**src/rtl/snn_cfg_pkg.sv**
```systemverilog
`default_nettype none
// ----------------------------------------------------------------------------
// snn_cfg_pkg: shared states, opcodes and region lengths for snn_cfg_scheduler
// Rev 1.0
// ----------------------------------------------------------------------------
package snn_cfg_pkg;

    typedef enum logic [1:0] {
        S_IDLE = 2'd0,
        S_LOAD = 2'd1,
        S_GETT = 2'd2,
        S_RUN  = 2'd3
    } state_e;

    typedef enum logic [1:0] {
        R_W = 2'd0,
        R_D = 2'd1,
        R_P = 2'd2
    } region_e;

    localparam logic [7:0] OP_W   = 8'h01;
    localparam logic [7:0] OP_D   = 8'h02;
    localparam logic [7:0] OP_P   = 8'h03;
    localparam logic [7:0] OP_RUN = 8'h04;

    localparam int CNT_W = 16;
    localparam logic [CNT_W-1:0] DELAY_BYTES = 16'd104;

    function automatic logic [CNT_W-1:0] weight_bytes(input int nbits);
        return CNT_W'(26 * nbits);
    endfunction

    function automatic logic [CNT_W-1:0] param_bytes(input int nbits);
        return CNT_W'((3 * nbits + 7) / 8);
    endfunction

endpackage
`default_nettype wire

```
**src/rtl/snn_step_timer.sv**
```systemverilog
`default_nettype none
// ----------------------------------------------------------------------------
// snn_step_timer: step/cycle counters that pace a run of T timesteps
// Rev 1.0
// ----------------------------------------------------------------------------
module snn_step_timer
    import snn_cfg_pkg::*;
#(
    parameter int STEP_CYCLES = 8
) (
    input  logic       clk,
    input  logic       reset,
    input  logic       start,
    input  logic [7:0] T,
    output logic       enable,
    output logic       delay_tick,
    output logic       step_start,
    output logic       last
);

    localparam int CW = $clog2(STEP_CYCLES);
    localparam logic [CW-1:0] C_LAST = CW'(STEP_CYCLES - 1);

    logic          en_q, en_d;
    logic          tick_q, tick_d;
    logic [CW-1:0] c_q, c_d;
    logic [7:0]    s_q, s_d;
    logic [7:0]    t_q, t_d;
    logic          wrap;

    assign wrap       = en_q && (c_q == C_LAST);
    assign last       = wrap && (s_q == t_q - 8'd1);
    // step_start marks the edge that enters c=0 of a step
    assign step_start = start || (wrap && !last);
    assign enable     = en_q;
    assign delay_tick = tick_q;

    always_comb begin
        en_d = en_q;
        c_d  = c_q;
        s_d  = s_q;
        t_d  = t_q;
        if (start) begin
            en_d = 1'b1;
            c_d  = '0;
            s_d  = '0;
            t_d  = T;
        end else if (en_q) begin
            if (wrap) begin
                c_d = '0;
                if (last) begin
                    en_d = 1'b0;
                end else begin
                    s_d = s_q + 8'd1;
                end
            end else begin
                c_d = c_q + 1'b1;
            end
        end
        tick_d = en_d && (c_d == C_LAST);
    end

    always_ff @(posedge clk or posedge reset) begin
        if (reset) begin
            en_q   <= 1'b0;
            tick_q <= 1'b0;
            c_q    <= '0;
            s_q    <= '0;
            t_q    <= '0;
        end else begin
            en_q   <= en_d;
            tick_q <= tick_d;
            c_q    <= c_d;
            s_q    <= s_d;
            t_q    <= t_d;
        end
    end

endmodule
`default_nettype wire

```
**src/rtl/snn_cfg_scheduler.sv**
```systemverilog
`default_nettype none
// ----------------------------------------------------------------------------
// snn_cfg_scheduler: byte-stream config loader and timestep sequencer for the SNN core
// Rev 1.0
// ----------------------------------------------------------------------------
module snn_cfg_scheduler
    import snn_cfg_pkg::*;
#(
    parameter int Nbits       = 4,
    parameter int STEP_CYCLES = 8
) (
    input  logic                 clk,
    input  logic                 reset,
    input  logic [7:0]           cfg_data,
    input  logic                 cfg_valid,
    output logic                 cfg_ready,
    input  logic [23:0]          spike_in,
    input  logic [1:0]           core_spikes,
    output logic [23:0]          input_spikes,
    output logic [208*Nbits-1:0] weights,
    output logic [831:0]         delays,
    output logic [Nbits-1:0]     threshold,
    output logic [Nbits-1:0]     decay,
    output logic [Nbits-1:0]     refractory_period,
    output logic                 enable,
    output logic                 delay_tick,
    output logic                 busy,
    output logic                 done,
    output logic                 err,
    output logic [7:0]           spike_cnt0,
    output logic [7:0]           spike_cnt1
);

    localparam logic [CNT_W-1:0] W_LEN = weight_bytes(Nbits);
    localparam logic [CNT_W-1:0] P_LEN = param_bytes(Nbits);
    localparam int PW   = 3 * Nbits;
    localparam int W_IW = $clog2(208 * Nbits);
    localparam int D_IW = $clog2(832);

    state_e               state_q, state_d;
    region_e              region_q, region_d;
    logic [CNT_W-1:0]     cnt_q, cnt_d, region_len;
    logic                 ready_q, ready_d, done_q, done_d, err_q, err_d;
    logic                 xfer, byte_last, run_start;
    logic [208*Nbits-1:0] weights_q;
    logic [831:0]         delays_q;
    logic [PW-1:0]        params_q, params_d;
    logic [23:0]          in_spk_q;
    logic [7:0]           cnt0_q, cnt1_q;
    logic [W_IW-1:0]      w_idx;
    logic [D_IW-1:0]      d_idx;
    logic                 t_enable, t_tick, t_step_start, t_last;

    assign xfer      = cfg_valid && ready_q;
    assign byte_last = (cnt_q == region_len - 1'b1);
    assign w_idx     = W_IW'({cnt_q, 3'b000});
    assign d_idx     = D_IW'({cnt_q, 3'b000});

    always_comb begin
        case (region_q)
            R_W:     region_len = W_LEN;
            R_D:     region_len = DELAY_BYTES;
            default: region_len = P_LEN;
        endcase
    end

    snn_step_timer #(
        .STEP_CYCLES (STEP_CYCLES)
    ) u_timer (
        .clk        (clk),
        .reset      (reset),
        .start      (run_start),
        .T          (cfg_data),
        .enable     (t_enable),
        .delay_tick (t_tick),
        .step_start (t_step_start),
        .last       (t_last)
    );

    always_ff @(posedge clk or posedge reset) begin
        if (reset) begin
            state_q <= S_IDLE;
        end else begin
            state_q <= state_d;
        end
    end

    always_comb begin
        state_d  = state_q;
        region_d = region_q;
        case (state_q)
            S_IDLE: begin
                if (xfer) begin
                    case (cfg_data)
                        OP_W:    begin state_d = S_LOAD; region_d = R_W; end
                        OP_D:    begin state_d = S_LOAD; region_d = R_D; end
                        OP_P:    begin state_d = S_LOAD; region_d = R_P; end
                        OP_RUN:  state_d = S_GETT;
                        default: state_d = S_IDLE;
                    endcase
                end
            end
            S_LOAD:  if (xfer && byte_last) state_d = S_IDLE;
            S_GETT:  if (xfer) state_d = (cfg_data == 8'd0) ? S_IDLE : S_RUN;
            S_RUN:   if (t_last) state_d = S_IDLE;
            default: state_d = S_IDLE;
        endcase
    end

    always_comb begin
        ready_d   = (state_d != S_RUN);
        run_start = (state_q == S_GETT) && xfer && (cfg_data != 8'd0);
        done_d    = ((state_q == S_GETT) && xfer && (cfg_data == 8'd0)) || t_last;
        err_d     = (state_q == S_IDLE) && xfer &&
                    !(cfg_data inside {OP_W, OP_D, OP_P, OP_RUN});
        cnt_d     = '0;
        if (state_q == S_LOAD) begin
            cnt_d = xfer ? (byte_last ? '0 : cnt_q + 1'b1) : cnt_q;
        end
    end

    // Parameter bytes map bit-by-bit so padding beyond 3*Nbits is dropped
    always_comb begin
        params_d = params_q;
        for (int i = 0; i < PW; i++) begin
            if ((i / 8) == int'(cnt_q)) params_d[i] = cfg_data[3'(i % 8)];
        end
    end

    always_ff @(posedge clk or posedge reset) begin
        if (reset) begin
            region_q <= R_W;
            cnt_q    <= '0;
            ready_q  <= 1'b0;
            done_q   <= 1'b0;
            err_q    <= 1'b0;
        end else begin
            region_q <= region_d;
            cnt_q    <= cnt_d;
            ready_q  <= ready_d;
            done_q   <= done_d;
            err_q    <= err_d;
        end
    end

    always_ff @(posedge clk or posedge reset) begin
        if (reset) begin
            weights_q <= '0;
            delays_q  <= '0;
            params_q  <= '0;
        end else if ((state_q == S_LOAD) && xfer) begin
            case (region_q)
                R_W:     weights_q[w_idx +: 8] <= cfg_data;
                R_D:     delays_q[d_idx +: 8]  <= cfg_data;
                default: params_q <= params_d;
            endcase
        end
    end

    always_ff @(posedge clk or posedge reset) begin
        if (reset) begin
            in_spk_q <= '0;
            cnt0_q   <= '0;
            cnt1_q   <= '0;
        end else begin
            if (t_last) begin
                in_spk_q <= '0;
            end else if (t_step_start) begin
                in_spk_q <= spike_in;
            end
            if (run_start) begin
                cnt0_q <= '0;
                cnt1_q <= '0;
            end else if (t_enable) begin
                if (core_spikes[0] && (cnt0_q != 8'hFF)) cnt0_q <= cnt0_q + 8'd1;
                if (core_spikes[1] && (cnt1_q != 8'hFF)) cnt1_q <= cnt1_q + 8'd1;
            end
        end
    end

    assign cfg_ready         = ready_q;
    assign input_spikes      = in_spk_q;
    assign weights           = weights_q;
    assign delays            = delays_q;
    assign threshold         = params_q[Nbits-1:0];
    assign decay             = params_q[2*Nbits-1:Nbits];
    assign refractory_period = params_q[3*Nbits-1:2*Nbits];
    assign enable            = t_enable;
    assign delay_tick        = t_tick;
    assign busy              = (state_q != S_IDLE);
    assign done              = done_q;
    assign err               = err_q;
    assign spike_cnt0        = cnt0_q;
    assign spike_cnt1        = cnt1_q;

endmodule
`default_nettype wire

```
**config.mk**
```make
export PLATFORM = sky130hd
export DESIGN_NAME = snn_cfg_scheduler
export DESIGN_NICKNAME = d
export VERILOG_FILES = /design/src/rtl/snn_cfg_pkg.sv /design/src/rtl/snn_step_timer.sv /design/src/rtl/snn_cfg_scheduler.sv
export SDC_FILE = /design/constraint.sdc
export NUM_CORES = 2
export LEC_CHECK = 0
export CAP_MARGIN = 10
export CORE_AREA = 4 4 682 684
export DETAILED_ROUTE_END_ITERATION = 6
export DIE_AREA = 0 0 686 688
export GPL_TIMING_DRIVEN = 0
export PLACE_DENSITY = 0.43
export RECOVER_POWER = 25
export SLEW_MARGIN = 20
export SYNTH_ARGS = -nofsm -noshare
export SYNTH_HDL_FRONTEND = slang
export SYNTH_HIERARCHICAL = 1
export SYNTH_SLANG_ARGS = --single-unit
```
**constraint.sdc**
```tcl
create_clock -name clk -period 65.5 [get_ports clk]
set_input_delay 19.65 -clock clk [delete_from_list [all_inputs] [get_ports clk]]
set_output_delay 19.65 -clock clk [all_outputs]
set_load 0.1 [all_outputs]
```
* After elaboration in Yosys (flattened, before gate mapping)
Index checks and enable logic that the tools add are counted.
** Operators by class
- Add/sub/neg operators :: 8
- Shift operators :: 2
- Reduce and logical (&&, ||, !) cells :: 41
- Equality and inequality tests :: 18
- Bitwise operators :: 1
- Mux-type cells :: 33
** Operators by type and width (count)
- bitwise mux 832 bit :: 2
- variable shift 8 x 12 -> 832 bit, first input constant :: 1
- indexed part select 8 x 12 -> 832 bit :: 1
- 2-to-1 mux 8 bit :: 10
- 2-to-1 mux 16 bit :: 3
- 2-to-1 mux 24 bit :: 2
- adder 8 x 1 -> 8 bit, second input constant :: 3
- adder 16 x 1 -> 16 bit, second input constant :: 1
- == test 16 bit :: 1
- == test 2 x 16 -> 1 bit, first input constant :: 1
- == test 8 x 2 -> 1 bit, second input constant :: 2
- zero test 16 bit :: 1
- inequality test 8 bit, second input constant :: 2
- subtractor 16 x 1 -> 16 bit, second input constant :: 1
- logical AND 1 bit :: 14
- negator 10 -> 12 bit :: 1
- AND reduction 3 bit :: 4
- nonzero test 2 bit :: 6
- 2-to-1 mux 2 bit :: 5
- 2-to-1 mux 3 bit :: 3
- == test 8 x 1 -> 1 bit, second input constant :: 1
- == test 8 x 3 -> 1 bit, second input constant :: 1
- == test 8 bit :: 1
- zero test 8 bit :: 1
- other kinds (22) :: 35
** Storage, ports and cells
- Output and inout bits :: 1722
- Logic and storage cells :: 121
- Register bits after elaboration :: 1756

* Longest topological paths before layout
- Depth after elaboration :: 9
- Mapped depth :: 14

* Hierarchy
Netlist, hierarchy kept.
** By module, submodules not included
- snn_cfg_scheduler :: cells an instance 4678, area each 69734.4 µm², times used 1
- snn_step_timer :: cells an instance 127, area each 1271.2 µm², times used 1

* Least setup slack after synthesis
OpenSTA, ideal clock, no wires.
- Path kind :: in2reg
- From :: in cfg_data[3]
- To :: reg in_spk_q[0] (netlist: input_spikes[0])
- Required time :: 65.368 ns
- Cell stages on the path :: 13
- Path buffers :: 6
- Path slack :: 42.813 ns
- Data arrival time :: 22.555 ns
- Cell sequence :: clkbuf_1 -> inv_1 -> nand2_1 -> nor4_1 -> nor2_1 -> clkbuf_1 -> clkbuf_1 -> buf_1 -> or2_1 -> clkbuf_1 -> buf_1 -> mux2i_1 -> nor2_1
** Between the ends
- Word-level cells in the longest chain between the ends :: 4
** RTL lines
- from (decl) :: RTL line snn_cfg_scheduler.sv:14 : input logic [7:0] cfg_data,
- nonzero test 8 bit :: RTL line snn_cfg_scheduler.sv:112 : run_start = (state_q == S_GETT) && xfer && (cfg_data != 8'd0);
- logical AND 1 bit :: RTL line snn_cfg_scheduler.sv:112
- via run_start :: RTL line snn_cfg_scheduler.sv:44 : logic xfer, byte_last, run_start;
- logical OR 1 bit :: RTL line snn_step_timer.sv:34 : assign step_start = start || (wrap && !last);
- via t_step_start :: RTL line snn_cfg_scheduler.sv:52 : logic t_enable, t_tick, t_step_start, t_last;
- nonzero test 2 bit (no source line)
- to (signal assigned) :: RTL line snn_cfg_scheduler.sv:169 : in_spk_q <= spike_in;
- to (decl) :: RTL line snn_cfg_scheduler.sv:48 : logic [23:0] in_spk_q;
The timed path passes the listed nets, and every way through them passes these cells.
A chain may end at the register's enable or synchronous reset.

==> impl_metrics.yaml <==
synth:
  yosys.area.top_type: "dfrtp_1"
  avgSynthCellArea_um2: 14.8
  netlist_area_um2: 71000
  netlist.area_leader.share: 0.619
  synth_cells: 4805
  synth_simple_gate_area_frac: 0.0794
  synth_cell_type_count: 79
  ys_top_cells_by_area: "dfrtp_1 62%, mux2_2 24%, nor3_4 2.1%"
  synth_edf_count: 0
  synth_ff_type: "dfrtp_1"
  synth_compound_area_frac: 0.0250
  async_flop_share: 1.00
  yosys_register_bits: 1756
  synth_top_family_by_area: "multiplexers"
  synthXorXnorAreaFrac: 0.00370
  synthMuxAreaShare: 0.252
  yosysSeqAreaShare: 0.619
  synth_fa_ha_area_frac: 0.00194
  yosys_warnings: 6
setup_path:
  timing.rr.end: "weights[113]"
  crit_end: "weights[138]"
  arrival_ps: 29940
  cp_max_fo: 32
  cpMostUsedCell: "clkbuf_1"
  reg2reg_slack_ps: 59580
  r2r-start: "cnt_q[0]"
  crit_path_end_kind: "asynchronous set/reset pin"
  cp_cell_sequence: "dlygate4sd3_1 > clkinvlp_2 > clkbuf_1 > clkbuf_1 > clkbuf_1 > clkbuf_1 > clkbuf_1 > clkbuf_1 > clkbuf_1"
  crit_start: "reset"
  slowest_delay_ps: 1380
  crit_slowest_cell: "clkbuf_1"
  reg2regPathDepth: 13
  worstPathRequired_ps: 66130
  worst-setup-path-type: "input pin to asynchronous set/reset pin"
  crit_path_start_kind: "input pin"
drt:
  ant_nets: 0
  drt_wl_total_um: 465000
  vias: 52598
  dr.pass1.iters: 6
  drc_errors: 0
  viasPerCell: 3.94
  wl_per_cell_um: 34.9
  drtIter0Drc: 3348
pwr:
  power_w: 0.00383
  leakagePower_nw: 47.9
  ir_drop_uv: 36.4
  powerDensity_nw_per_um2: 36.2
grt:
  grt_pass1_vias: 54850
  grt_max_degree: 37
  antenna_found_initial: 82
  track_usage: 0.190
  grt_first_pass_wirelength_um: 590000
  grt-ovfl-total: 0
sta:
  finalSetupViolCount: 0
  maxSlewViolCount: 1108
  fin_setup_tns_ps: 0
  post-route-min-period_ps: 29310
  max_clock_freq_mhz: 34.1
  hold_slack_ps: 476
  rsz0062_at_grt: "false"
  relSlewSlack: -0.360
  fin_crit_sh: 0.447
  tightestPinTransition_ps: 2040
  hold_viol: 0
  skew_ps: 42.3
clock_tree:
  cts_setup_buffers: 0
  clkLatencyLatePin_ps: 930
  cts_root_buf: "clkbuf_16"
  ctsResizeCount: 0
  cts_buffer_depth: 4
  cts.sink_count: 1756
  cts_buffers: 218
  cts.clk_slew.worst_paths_ps: 60
  cts_tree: "built"
  postCtsHoldBufs: 0
  cts_max_level: 4
min_path:
  hold_class: "flip-flop to flip-flop"
final_layout:
  seqCellArea_um2: 43900
  fin_nets: 7003
  final_util: 0.230
  area_delta_synth_final_pct: 48.8
  nFillCells: 48438
  drive_gt1_frac: 0.356
  multi_input_area_um2: 26200
floorplan:
  row_count: 249
  die_h_um: 688
  ios: 1759
  die-area_um2: 472000
  fp.dieW_um: 686
  start_util: 0.155
  coreArea_um2: 459000
place:
  portBuffers: 1754
  dp_hpwl_um: 386000
  gp_congestion: 0.835
outcome:
  outcome: "finished with violations"
  violations: "capacitance limit, slew limit"
job:
  max_cap_violations: 38
where the power goes:
group / total [W] / switching [W] / internal [W]
clock network: 0.00125 / 0.000524 / 0.000725
logic: 0.00139 / 0.00114 / 0.000251
registers: 0.00119 / 0.0000433 / 0.00115
total: 0.00383 / 0.00171 / 0.00212
final cells by class:
type                            instances  area share
Antenna cell                           47     0.00111
Buffer                                273      0.0124
Clock buffer                          316      0.0600
Clock inverter                         86     0.00926
Inverter                               26    0.000936
Multi-Input combinational cell       2753       0.248
Sequential cell                      1756       0.416
Tap cell                             6149      0.0728
Timing Repair Buffer                 1927       0.179
state kept, by name, indices dropped and copies added, names as in the netlist, 16 cells and up:
register	cells
delays	832
weights	832
input_spikes	24
cnt_q	16
metal layers:
metal | vias up | global-route usage | share of wire
li1 | 21619 | - | -
met5 | - | 0 | 0.000099
met3 | 499 | 0.0532 | 0.077
met1 | 28302 | 0.225 | 0.39
met4 | 6 | 0.0684 | 0.042
met2 | 2172 | 0.327 | 0.49
cell families after synthesis:
family	after synthesis
xor+xnor	30
flops	1756
other cells	1
buf+inv	299
fa+ha+maj	11
compound gates	294
simple gates	823
mux	1591
layout by cell type (no fill, tap or decap), types with 24 or more instances in the layout:
cell,instances
a21o_1,33
buf_12,28
buf_2,184
buf_4,61
buf_6,34
clkbuf_1,224
clkbuf_16,219
clkbuf_2,38
clkbuf_8,49
clkdlybuf4s50_1,1628
clkinv_2,41
dfrtp_1,1756
diode_2,47
inv_1,24
mux2_1,25
mux2_2,1530
mux2i_1,33
nand2_1,95
nand3_1,33
nand4_1,24
nand4_2,35
nor2_1,187
nor3_1,70
nor3_2,69
nor3_4,100
nor4_1,39
o21ai_0,179
or3_1,34
stage by stage:
step	worst slack, ps	cell area (µm²)	instances
after floorplan	21790	71000	4808
after CTS	39730	106000	13286
after detailed placement	38720	99000	12884
after global routing	34380	106000	13290
after global placement	10060	96300	12711
final	36190	106000	13333
synth_stat cells (all sizes together), types with 2 or more instances:
library cell / n
xor2: 10
nand4b: 2
mux2: 1558
mux2i: 33
inv: 25
nand3: 38
nor3: 239
o211ai: 5
or4: 8
o21ai: 179
a21oi: 19
or2: 7
and4b: 2
nor4: 51
a21o: 33
o311ai: 2
xnor2: 20
a221o: 2
nor2: 216
a211oi: 6
a31oi: 10
nand2b: 13
nor3b: 4
o22ai: 3
o2111a: 2
clkbuf: 161
nor2b: 7
nor4b: 3
buf: 112
or3: 34
dfrtp: 1756
and2: 15
o2bb2ai: 2
o31ai: 17
nand2: 102
nand4: 59
and4: 5
nand3b: 5
ha: 11
and3: 12
critical path, delay by kind of cell:
family | cells | cell delay, ps
buf+inv | 9 | 10170
worst min-delay path by stage:
stage / startpoint / endpoint / depth (start not counted)
3_3_place_gp: weights[49] / weights[49] / 1
4_1_cts: delays[666] / delays[666] / 1
5_1_grt: delays[437] / delays[437] / 1
3_5_place_dp: delays[666] / delays[666] / 1
2_1_floorplan: cnt_q[15] / cnt_q[15] / 1
6_report: weights[50] / weights[50] / 1
(Power assumes the default switching activity.)
